$ cat src/rtl/scan_ctrl_pkg.sv
// Shared types and configuration helpers for the scan-chain unload controller.
package scan_ctrl_pkg;

    typedef enum logic [2:0] {
        IDLE    = 3'd0,
        CAPTURE = 3'd1,
        SHIFT   = 3'd2,
        DRAIN   = 3'd3,
        FIN     = 3'd4
    } state_t;

    localparam int unsigned DEF_CHAIN_LEN = 64;
    localparam int unsigned DEF_WORD_W    = 8;

    // Number of output words needed to carry one full chain.
    function automatic int unsigned words_per_chain(input int unsigned chain_len,
                                                    input int unsigned word_w);
        return (word_w == 0) ? 0 : chain_len / word_w;
    endfunction

    // A chain must split into a whole, non-zero number of words.
    function automatic bit chain_len_ok(input int unsigned chain_len,
                                        input int unsigned word_w);
        return (word_w != 0) && (chain_len >= word_w) && ((chain_len % word_w) == 0);
    endfunction

endpackage

$ cat src/rtl/scan_deser.sv
// LSB-first deserializer with a single-entry ready/valid holding register.
module scan_deser
    import scan_ctrl_pkg::*;
#(
    parameter int unsigned WORD_W = DEF_WORD_W
) (
    input  logic              clk,
    input  logic              rst_n,
    input  logic              clr,
    input  logic              sample,
    input  logic              so,
    input  logic              ready,
    output logic [WORD_W-1:0] dout,
    output logic              dvalid,
    output logic              stall_c
);

    localparam int unsigned IDX_W    = (WORD_W > 1) ? $clog2(WORD_W) : 1;
    localparam logic [IDX_W-1:0] LAST_IDX = IDX_W'(WORD_W - 1);

    logic [IDX_W-1:0]  bit_idx_q;
    logic [WORD_W-1:0] shreg_q;
    logic [WORD_W-1:0] word_c;
    logic              word_done_c;

    // New bits enter at the MSB so the first bit lands in bit 0 after a full word.
    assign word_c      = WORD_W'({so, shreg_q} >> 1);
    assign word_done_c = sample && (bit_idx_q == LAST_IDX);

    // Completing a word while the previous one is still held would overwrite it.
    assign stall_c = (bit_idx_q == LAST_IDX) && dvalid && !ready;

    always_ff @(posedge clk or negedge rst_n) begin
        if (!rst_n) begin
            bit_idx_q <= '0;
            shreg_q   <= '0;
        end else if (clr) begin
            bit_idx_q <= '0;
            shreg_q   <= '0;
        end else if (sample) begin
            shreg_q   <= word_c;
            bit_idx_q <= (bit_idx_q == LAST_IDX) ? '0 : bit_idx_q + IDX_W'(1);
        end
    end

    // Accept and reload may coincide, giving one word per WORD_W cycles.
    always_ff @(posedge clk or negedge rst_n) begin
        if (!rst_n) begin
            dout   <= '0;
            dvalid <= 1'b0;
        end else if (word_done_c) begin
            dout   <= word_c;
            dvalid <= 1'b1;
        end else if (dvalid && ready) begin
            dvalid <= 1'b0;
        end
    end

endmodule

$ cat src/rtl/scan_unload_ctrl.sv
// Captures a scan-mux chain once and streams its contents out as words.
module scan_unload_ctrl
    import scan_ctrl_pkg::*;
#(
    parameter int unsigned CHAIN_LEN = DEF_CHAIN_LEN,
    parameter int unsigned WORD_W    = DEF_WORD_W,
    parameter int unsigned CNT_W     = $clog2(CHAIN_LEN + 1)
) (
    input  logic              CK,
    input  logic              RSTN,
    input  logic              START,
    input  logic              FILL,
    output logic              BUSY,
    output logic              SCAN_SD,
    output logic              SCAN_SP,
    output logic              SCAN_SI,
    input  logic              SCAN_SO,
    output logic [WORD_W-1:0] DOUT,
    output logic              DVALID,
    input  logic              DREADY,
    output logic              DONE
);

    localparam int unsigned NUM_WORDS = words_per_chain(CHAIN_LEN, WORD_W);
    localparam bit CFG_OK = chain_len_ok(CHAIN_LEN, WORD_W) && (NUM_WORDS >= 1)
                            && (CNT_W >= $clog2(CHAIN_LEN + 1));
    localparam logic [CNT_W-1:0] LAST_CNT = CNT_W'(CHAIN_LEN - 1);

    generate
        if (!CFG_OK) begin : g_cfg_check
            $error("scan_unload_ctrl: CHAIN_LEN must be a non-zero multiple of WORD_W");
        end
    endgenerate

    state_t           state_q, state_d;
    logic             fill_q, fill_d;
    logic [CNT_W-1:0] cnt_q, cnt_d;
    logic             busy_d, sd_d, si_d, done_d;
    logic             sp_c, sample_c, clr_c, stall_c;

    scan_deser #(
        .WORD_W (WORD_W)
    ) u_deser (
        .clk     (CK),
        .rst_n   (RSTN),
        .clr     (clr_c),
        .sample  (sample_c),
        .so      (SCAN_SO),
        .ready   (DREADY),
        .dout    (DOUT),
        .dvalid  (DVALID),
        .stall_c (stall_c)
    );

    // Chain enable must react to back-pressure in the same cycle, so it stays combinational.
    assign SCAN_SP = sp_c;

    // Next-state and next-output decode.
    always_comb begin
        state_d  = state_q;
        fill_d   = fill_q;
        cnt_d    = cnt_q;
        sp_c     = 1'b0;
        sample_c = 1'b0;
        clr_c    = 1'b0;

        unique case (state_q)
            IDLE: begin
                cnt_d = '0;
                if (START) begin
                    state_d = CAPTURE;
                    fill_d  = FILL;
                end
            end
            CAPTURE: begin
                sp_c    = 1'b1;
                clr_c   = 1'b1;
                cnt_d   = '0;
                state_d = SHIFT;
            end
            SHIFT: begin
                if (!stall_c) begin
                    sp_c     = 1'b1;
                    sample_c = 1'b1;
                    cnt_d    = cnt_q + CNT_W'(1);
                    if (cnt_q == LAST_CNT) begin
                        state_d = DRAIN;
                    end
                end
            end
            DRAIN: begin
                if (DVALID && DREADY) begin
                    state_d = FIN;
                end
            end
            FIN: begin
                state_d = IDLE;
            end
            default: begin
                state_d = IDLE;
            end
        endcase

        busy_d = (state_d == CAPTURE) || (state_d == SHIFT) || (state_d == DRAIN);
        // SD holds at scan until IDLE so a stall never reloads functional data.
        sd_d   = (state_d == SHIFT) || (state_d == DRAIN) || (state_d == FIN);
        si_d   = sd_d ? fill_d : 1'b0;
        done_d = (state_d == FIN);
    end

    always_ff @(posedge CK or negedge RSTN) begin
        if (!RSTN) begin
            state_q <= IDLE;
            fill_q  <= 1'b0;
            cnt_q   <= '0;
            BUSY    <= 1'b0;
            SCAN_SD <= 1'b0;
            SCAN_SI <= 1'b0;
            DONE    <= 1'b0;
        end else begin
            state_q <= state_d;
            fill_q  <= fill_d;
            cnt_q   <= cnt_d;
            BUSY    <= busy_d;
            SCAN_SD <= sd_d;
            SCAN_SI <= si_d;
            DONE    <= done_d;
        end
    end

endmodule

$ cat config.mk
export PLATFORM = sky130hd
export DESIGN_NAME = scan_unload_ctrl
export DESIGN_NICKNAME = d
export VERILOG_FILES = /design/src/rtl/scan_ctrl_pkg.sv /design/src/rtl/scan_deser.sv /design/src/rtl/scan_unload_ctrl.sv
export SDC_FILE = /design/constraint.sdc
export NUM_CORES = 1
export LEC_CHECK = 0
export CAP_MARGIN = 20
export CORE_MARGIN = 3
export CORE_UTILIZATION = 45
export DETAILED_ROUTE_END_ITERATION = 8
export HOLD_SLACK_MARGIN = 0.03
export PLACE_DENSITY = 0.67
export SKIP_LAST_GASP = 1
export SYNTH_ARGS = -nofsm -noshare
export SYNTH_HDL_FRONTEND = slang
export SYNTH_SLANG_ARGS = --single-unit
$ cat constraint.sdc
create_clock -name CK -period 2.2 [get_ports CK]
set_input_delay 0.66 -clock CK [delete_from_list [all_inputs] [get_ports CK]]
set_output_delay 0.66 -clock CK [all_outputs]
set_load 0.005 [all_outputs]
After elaboration in Yosys (flattened, before gate mapping). Index checks and enable logic that the tools add are counted.

Bits in registers: 35. Bits in latches: 0. Memory bits (writable): 0. Memory bits (read-only): 0. Output and inout port bits: 14. Word-level logic and storage cells: 59. Memories kept: 0.

Add/sub/neg operators: 2. Multiply operators: 0. Divide/modulo/power cells: 0. Order comparisons: 0. Equality and inequality tests: 10. Shift-type cells: 0. Muxes and demuxes: 21. Bitwise gates (word level): 0. Reductions and logical operators: 15.

Operators by type and width (count): two-way mux 3 bit (7); two-way mux 8 bit (2); case mux 7 bit (2 select lines) (1); == test 3 x 2 -> 1 bit (second input constant) (4); case mux 3 bit (4 select lines) (1); two-way mux 1 bit (8); adder 7 x 1 -> 7 bit (second input constant) (1); == test 7 x 6 -> 1 bit (second input constant) (1); two-way mux 7 bit (1); == test 3 x 1 -> 1 bit (second input constant) (2); == test 3 bit (second input constant) (2); nonzero test 2 bit (3); logical AND 1 bit (4); logical OR 1 bit (4); adder 3 x 1 -> 3 bit (second input constant) (1); logical NOT 3 bit (1); inequality test 2 bit (second input constant) (1); case mux 1 bit (2 select lines) (1); AND reduction 2 bit (1); OR reduction 2 bit (1); logical NOT 1 bit (1).

Depth between registers and ports, before layout.
Depth in word-level cells: 9. Mapped depth: 7. Gate-level depth less buffers: 6.

Hierarchy. Synthesis repeated with hierarchy kept, for this count alone.

Cell total of the unflattened synthesis: 122. Area, all modules: 1461.4 um^2.

By module, submodules not included: scan_deser (instances 1, cells an instance 56, area an instance 768.2 um^2, seq. area each 475.5 um^2); scan_unload_ctrl (instances 1, cells an instance 66, area an instance 693.2 um^2, seq. area each 375.4 um^2).

Least setup slack after synthesis. Ideal clock, no wire load.

Path type: register -> output. Start: register u_deser.bit_idx_q[0]. End: output SCAN_SP. Data arrival time: 1.268 ns. Data required time: 1.540 ns. Setup slack: 0.272 ns. Stages on the path, launching flop included: 7. Cells stage by stage: dfrtp_1 -> ha_1 -> ha_1 -> nand3b_1 -> nand2_2 -> buf_6 -> nand2_1.

Word-level cells in the longest chain between the ends: 5.

RTL lines: from (decl) (line scan_deser.sv:21) `logic [IDX_W-1:0] bit_idx_q;`; from (signal assigned) (line scan_deser.sv:42) `bit_idx_q <= (bit_idx_q == LAST_IDX) ? '0 : bit_idx_q + IDX_W'(1);`; == test 3 bit (line scan_deser.sv:31) `assign stall_c = (bit_idx_q == LAST_IDX) && dvalid && !ready;`; logical AND 1 bit (2 in series) (line scan_deser.sv:31); two-way mux 1 bit (line scan_unload_ctrl.sv:82) `if (!stall_c) begin`; case mux 1 bit (2 select lines) (line scan_unload_ctrl.sv:67) `unique case (state_q)`; to (decl) (line scan_unload_ctrl.sv:15) `output logic SCAN_SP,`.

No other way between the ends.

Final worst setup path.
Start: register u_deser.bit_idx_q[1]. End: output SCAN_SP.

The elaborated chain is that of the path after synthesis.

==> summary.txt <==
Yosys reg bits -> 34
Final ANT Viol Nets -> 0
Max incr delay on CP -> 390 ps
Sequential share of the synthesized area -> 57.3%
Total CTS buffers -> 5
Final min period -> 2090 ps
Top-Level Pins -> 20
Slew HR -> 72.4%
Synth area leader -> dfrtp_1
Setup crit end kind -> primary output
Die Span Y -> 63.5 µm
Slew of the pin with the lowest slew margin -> 415 ps
Unrepaired setup endpoints after global routing -> false
Element type at the critical path start -> flip-flop
Clk slew on worst S/H paths -> 100 ps
H-tree levels -> 2
Syn Area/Cell -> 12.2 µm²
Worst-Skew Late Latency -> 330 ps
Post-Synthesis Cells -> 122
DIE WIDTH -> 63.5 µm
Setup TNS -> 0 ps
Routed wire length -> 2810 µm
Vias -> 1031
CP Data Arrival Time -> 1430 ps
Core Area -> 3100 µm²
Max-slew violations -> 0
Total power -> 2.68 mW
Worst Path Max Fanout -> 2
Residual DRC -> 0
Vias in the first global route -> 1156
Grt total ovfl -> 0
Die footprint -> 4030 µm²
Final setup fails -> 0
HP Class -> reg -> reg
Leak pwr -> 0.825 nW
FMAX -> 478 MHz
Max VDD drop -> 0.734 mV
Req. time, crit path -> 1540 ps
Site Rows -> 20
CP max stage cell -> dfrtp_1
CP Class -> reg -> out
Yosys Warn Count -> 0
Clock sink total -> 34
Port Buffers -> 19
WP buf/inv -> 1
Routed len/inst -> 14.0 µm
Clock skew -> 6.12 ps
Pre-antenna DRT Iters -> 6
Max_cap viols -> 0
Share of cells above drive strength 1 -> 23.6%
Fin. Hold Viols -> 0
CTS tree -> done
Fin cells -> 201
Synthesized area -> 1490 µm²
Via-to-Cell Ratio -> 5.13
Area contributors post-synth -> dfrtp_1 (57%), mux2_2 (6.8%), mux2i_1 (6.7%)
First-pass GRT wire length -> 5080 µm
Syn_nets -> 131
Area growth syn-to-layout -> 25.1%
Area share of the largest cell type after synthesis -> 57.3%
PD cells -> 1440 nW/µm²
Cell breakdown of the critical path -> ha_2 -> ha_4 -> nand3b_1 -> nand2_2 -> nand2_1 -> buf_2
Distinct cell type count after synthesis -> 33
Gpl congestion -> 0.843
Cell count after placement -> 193
CTS max path bufs -> 2
Initial Util -> 47.9%
Final period util -> 95.0%
Nets@finish -> 165
DP HPWL -> 1930 µm
Crit-path leading delay family -> flip-flops
Iter 0 DRT Violations -> 42
CTS root buf -> clkbuf_4
Ant. Diodes -> 0
Core Util, Final -> 59.9%
Pin count of the biggest net entering global routing -> 35
Outcome -> finished, final reports clean
Initial antenna violation count -> 0
Global Route Usage Sum -> 16.4%
==> layout by cell type, fill, tap and decap left out, types with 2 or more instances in the layout <==
master	n
dfrtp_1	34
nand3b_1	2
mux2i_1	10
nand3_1	3
mux2_2	9
nor2_1	16
clkbuf_4	5
nand2_1	10
o21ai_0	2
and2_1	3
clkdlybuf4s50_1	17
nor4bb_1	2
a21oi_1	3
xor2_1	2
buf_4	12
nand4_1	3
==> worst paths after layout <==
check	start	slack, ps	depth (start not counted)	end
worst max-delay path	u_deser.bit_idx_q[1]	110	6	SCAN_SP
worst min-delay path	fill_q	480	1	SCAN_SI
worst max register to register	u_deser.bit_idx_q[1]	430	7	cnt_q[5]
worst min register to register	fill_q	480	1	SCAN_SI
max in group asynchronous	RSTN	1180	2	cnt_q[0]
min in group asynchronous	RSTN	720	2	state_q[2]
==> state kept, by name (all words and copies together) (netlist names) <==
signal / count
u_deser.bit_idx_q: 3
state_q: 3
DONE: 1
u_deser.dvalid: 1
SCAN_SD: 1
fill_q: 1
u_deser.dout: 8
cnt_q: 7
u_deser.shreg_q: 7
BUSY: 1
SCAN_SI: 1
==> power by group <==
group	internal (mW)	switching (mW)	total, mW
registers	0.909	0.192	1.10
clock network	0.155	0.201	0.356
logic	0.685	0.533	1.22
==> area by class of cell <==
cell class                 instances  area, µm²
inverter                           1       3.75
clock inverter                     1       5.00
tap                               44       55.1
multi-input combinational         83        614
sequential                        34        851
clock buffer                       7       55.1
fill                             299       1240
timing repair buffer              31        274
==> worst reg2reg max path, stage by stage, from the launching register on <==
cell      delay [ps]
dfrtp_1          390
ha_2             210
ha_4             160
buf_4            140
nand4b_1         110
nand2_1          130
or4_1            430
a21oi_1          150
==> kinds of logic (layout without fill, tap and decap cells) <==
kind of cell	Yosys count	count (layout)	share of synthesized area, %
fa+ha+maj	3	3	2.53
simple gates	48	48	17.7
buf+inv	5	40	2.36
mux	19	19	13.6
xor+xnor	2	2	1.18
compound gates	11	11	5.39
flops	34	34	57.3
==> cells in the mapped netlist <==
library cell	instances
a21o_1	1
nor3b_1	1
buf_4	2
nor2_1	16
nand4b_1	1
buf_6	1
nand4_1	3
or2_2	1
ha_1	3
o31ai_1	1
or3_1	1
nand2b_1	1
nor3b_4	1
dfrtp_1	34
and2_1	3
inv_1	1
mux2i_1	10
or4_1	1
nand3_1	3
nand2_1	10
o21ai_0	2
o311ai_0	1
nor4bb_1	2
nand3b_1	2
a21oi_2	1
a32o_1	1
o31ai_2	1
nand2_2	1
xor2_1	2
buf_2	1
nand3_2	1
mux2_2	9
a21oi_1	3
==> through the flow <==
step | hold slack (ps) | cell area [µm²] | worst slack (ps)
floorplan | 364 | 1490 | 272
global placement | 455 | 1790 | -348
detailed placement | 463 | 1790 | -363
CTS | 487 | 1860 | 91.5
global route | 502 | 1860 | 12.7
finish | 475 | 1860 | 110
==> routing by layer <==
| metal | global-route usage, % | share of wire [%] | up-vias |
|---|---|---|---|
| met5 | 0 | 0 | - |
| met4 | 4.85 | 1.3 | 0 |
| met3 | 6.77 | 4.0 | 5 |
| met2 | 27.5 | 49 | 19 |
| met1 | 19.2 | 45 | 511 |
| li1 | - | - | 496 |
==> timing repair <==
action,in CTS,in global routing
endpoints found under the hold margin,0,0
hold buffers,0,0
gates resized for setup,8,0
setup endpoints to repair,1,0
setup buffers,0,0
Note: power is estimated with default switching activity, not from simulation.
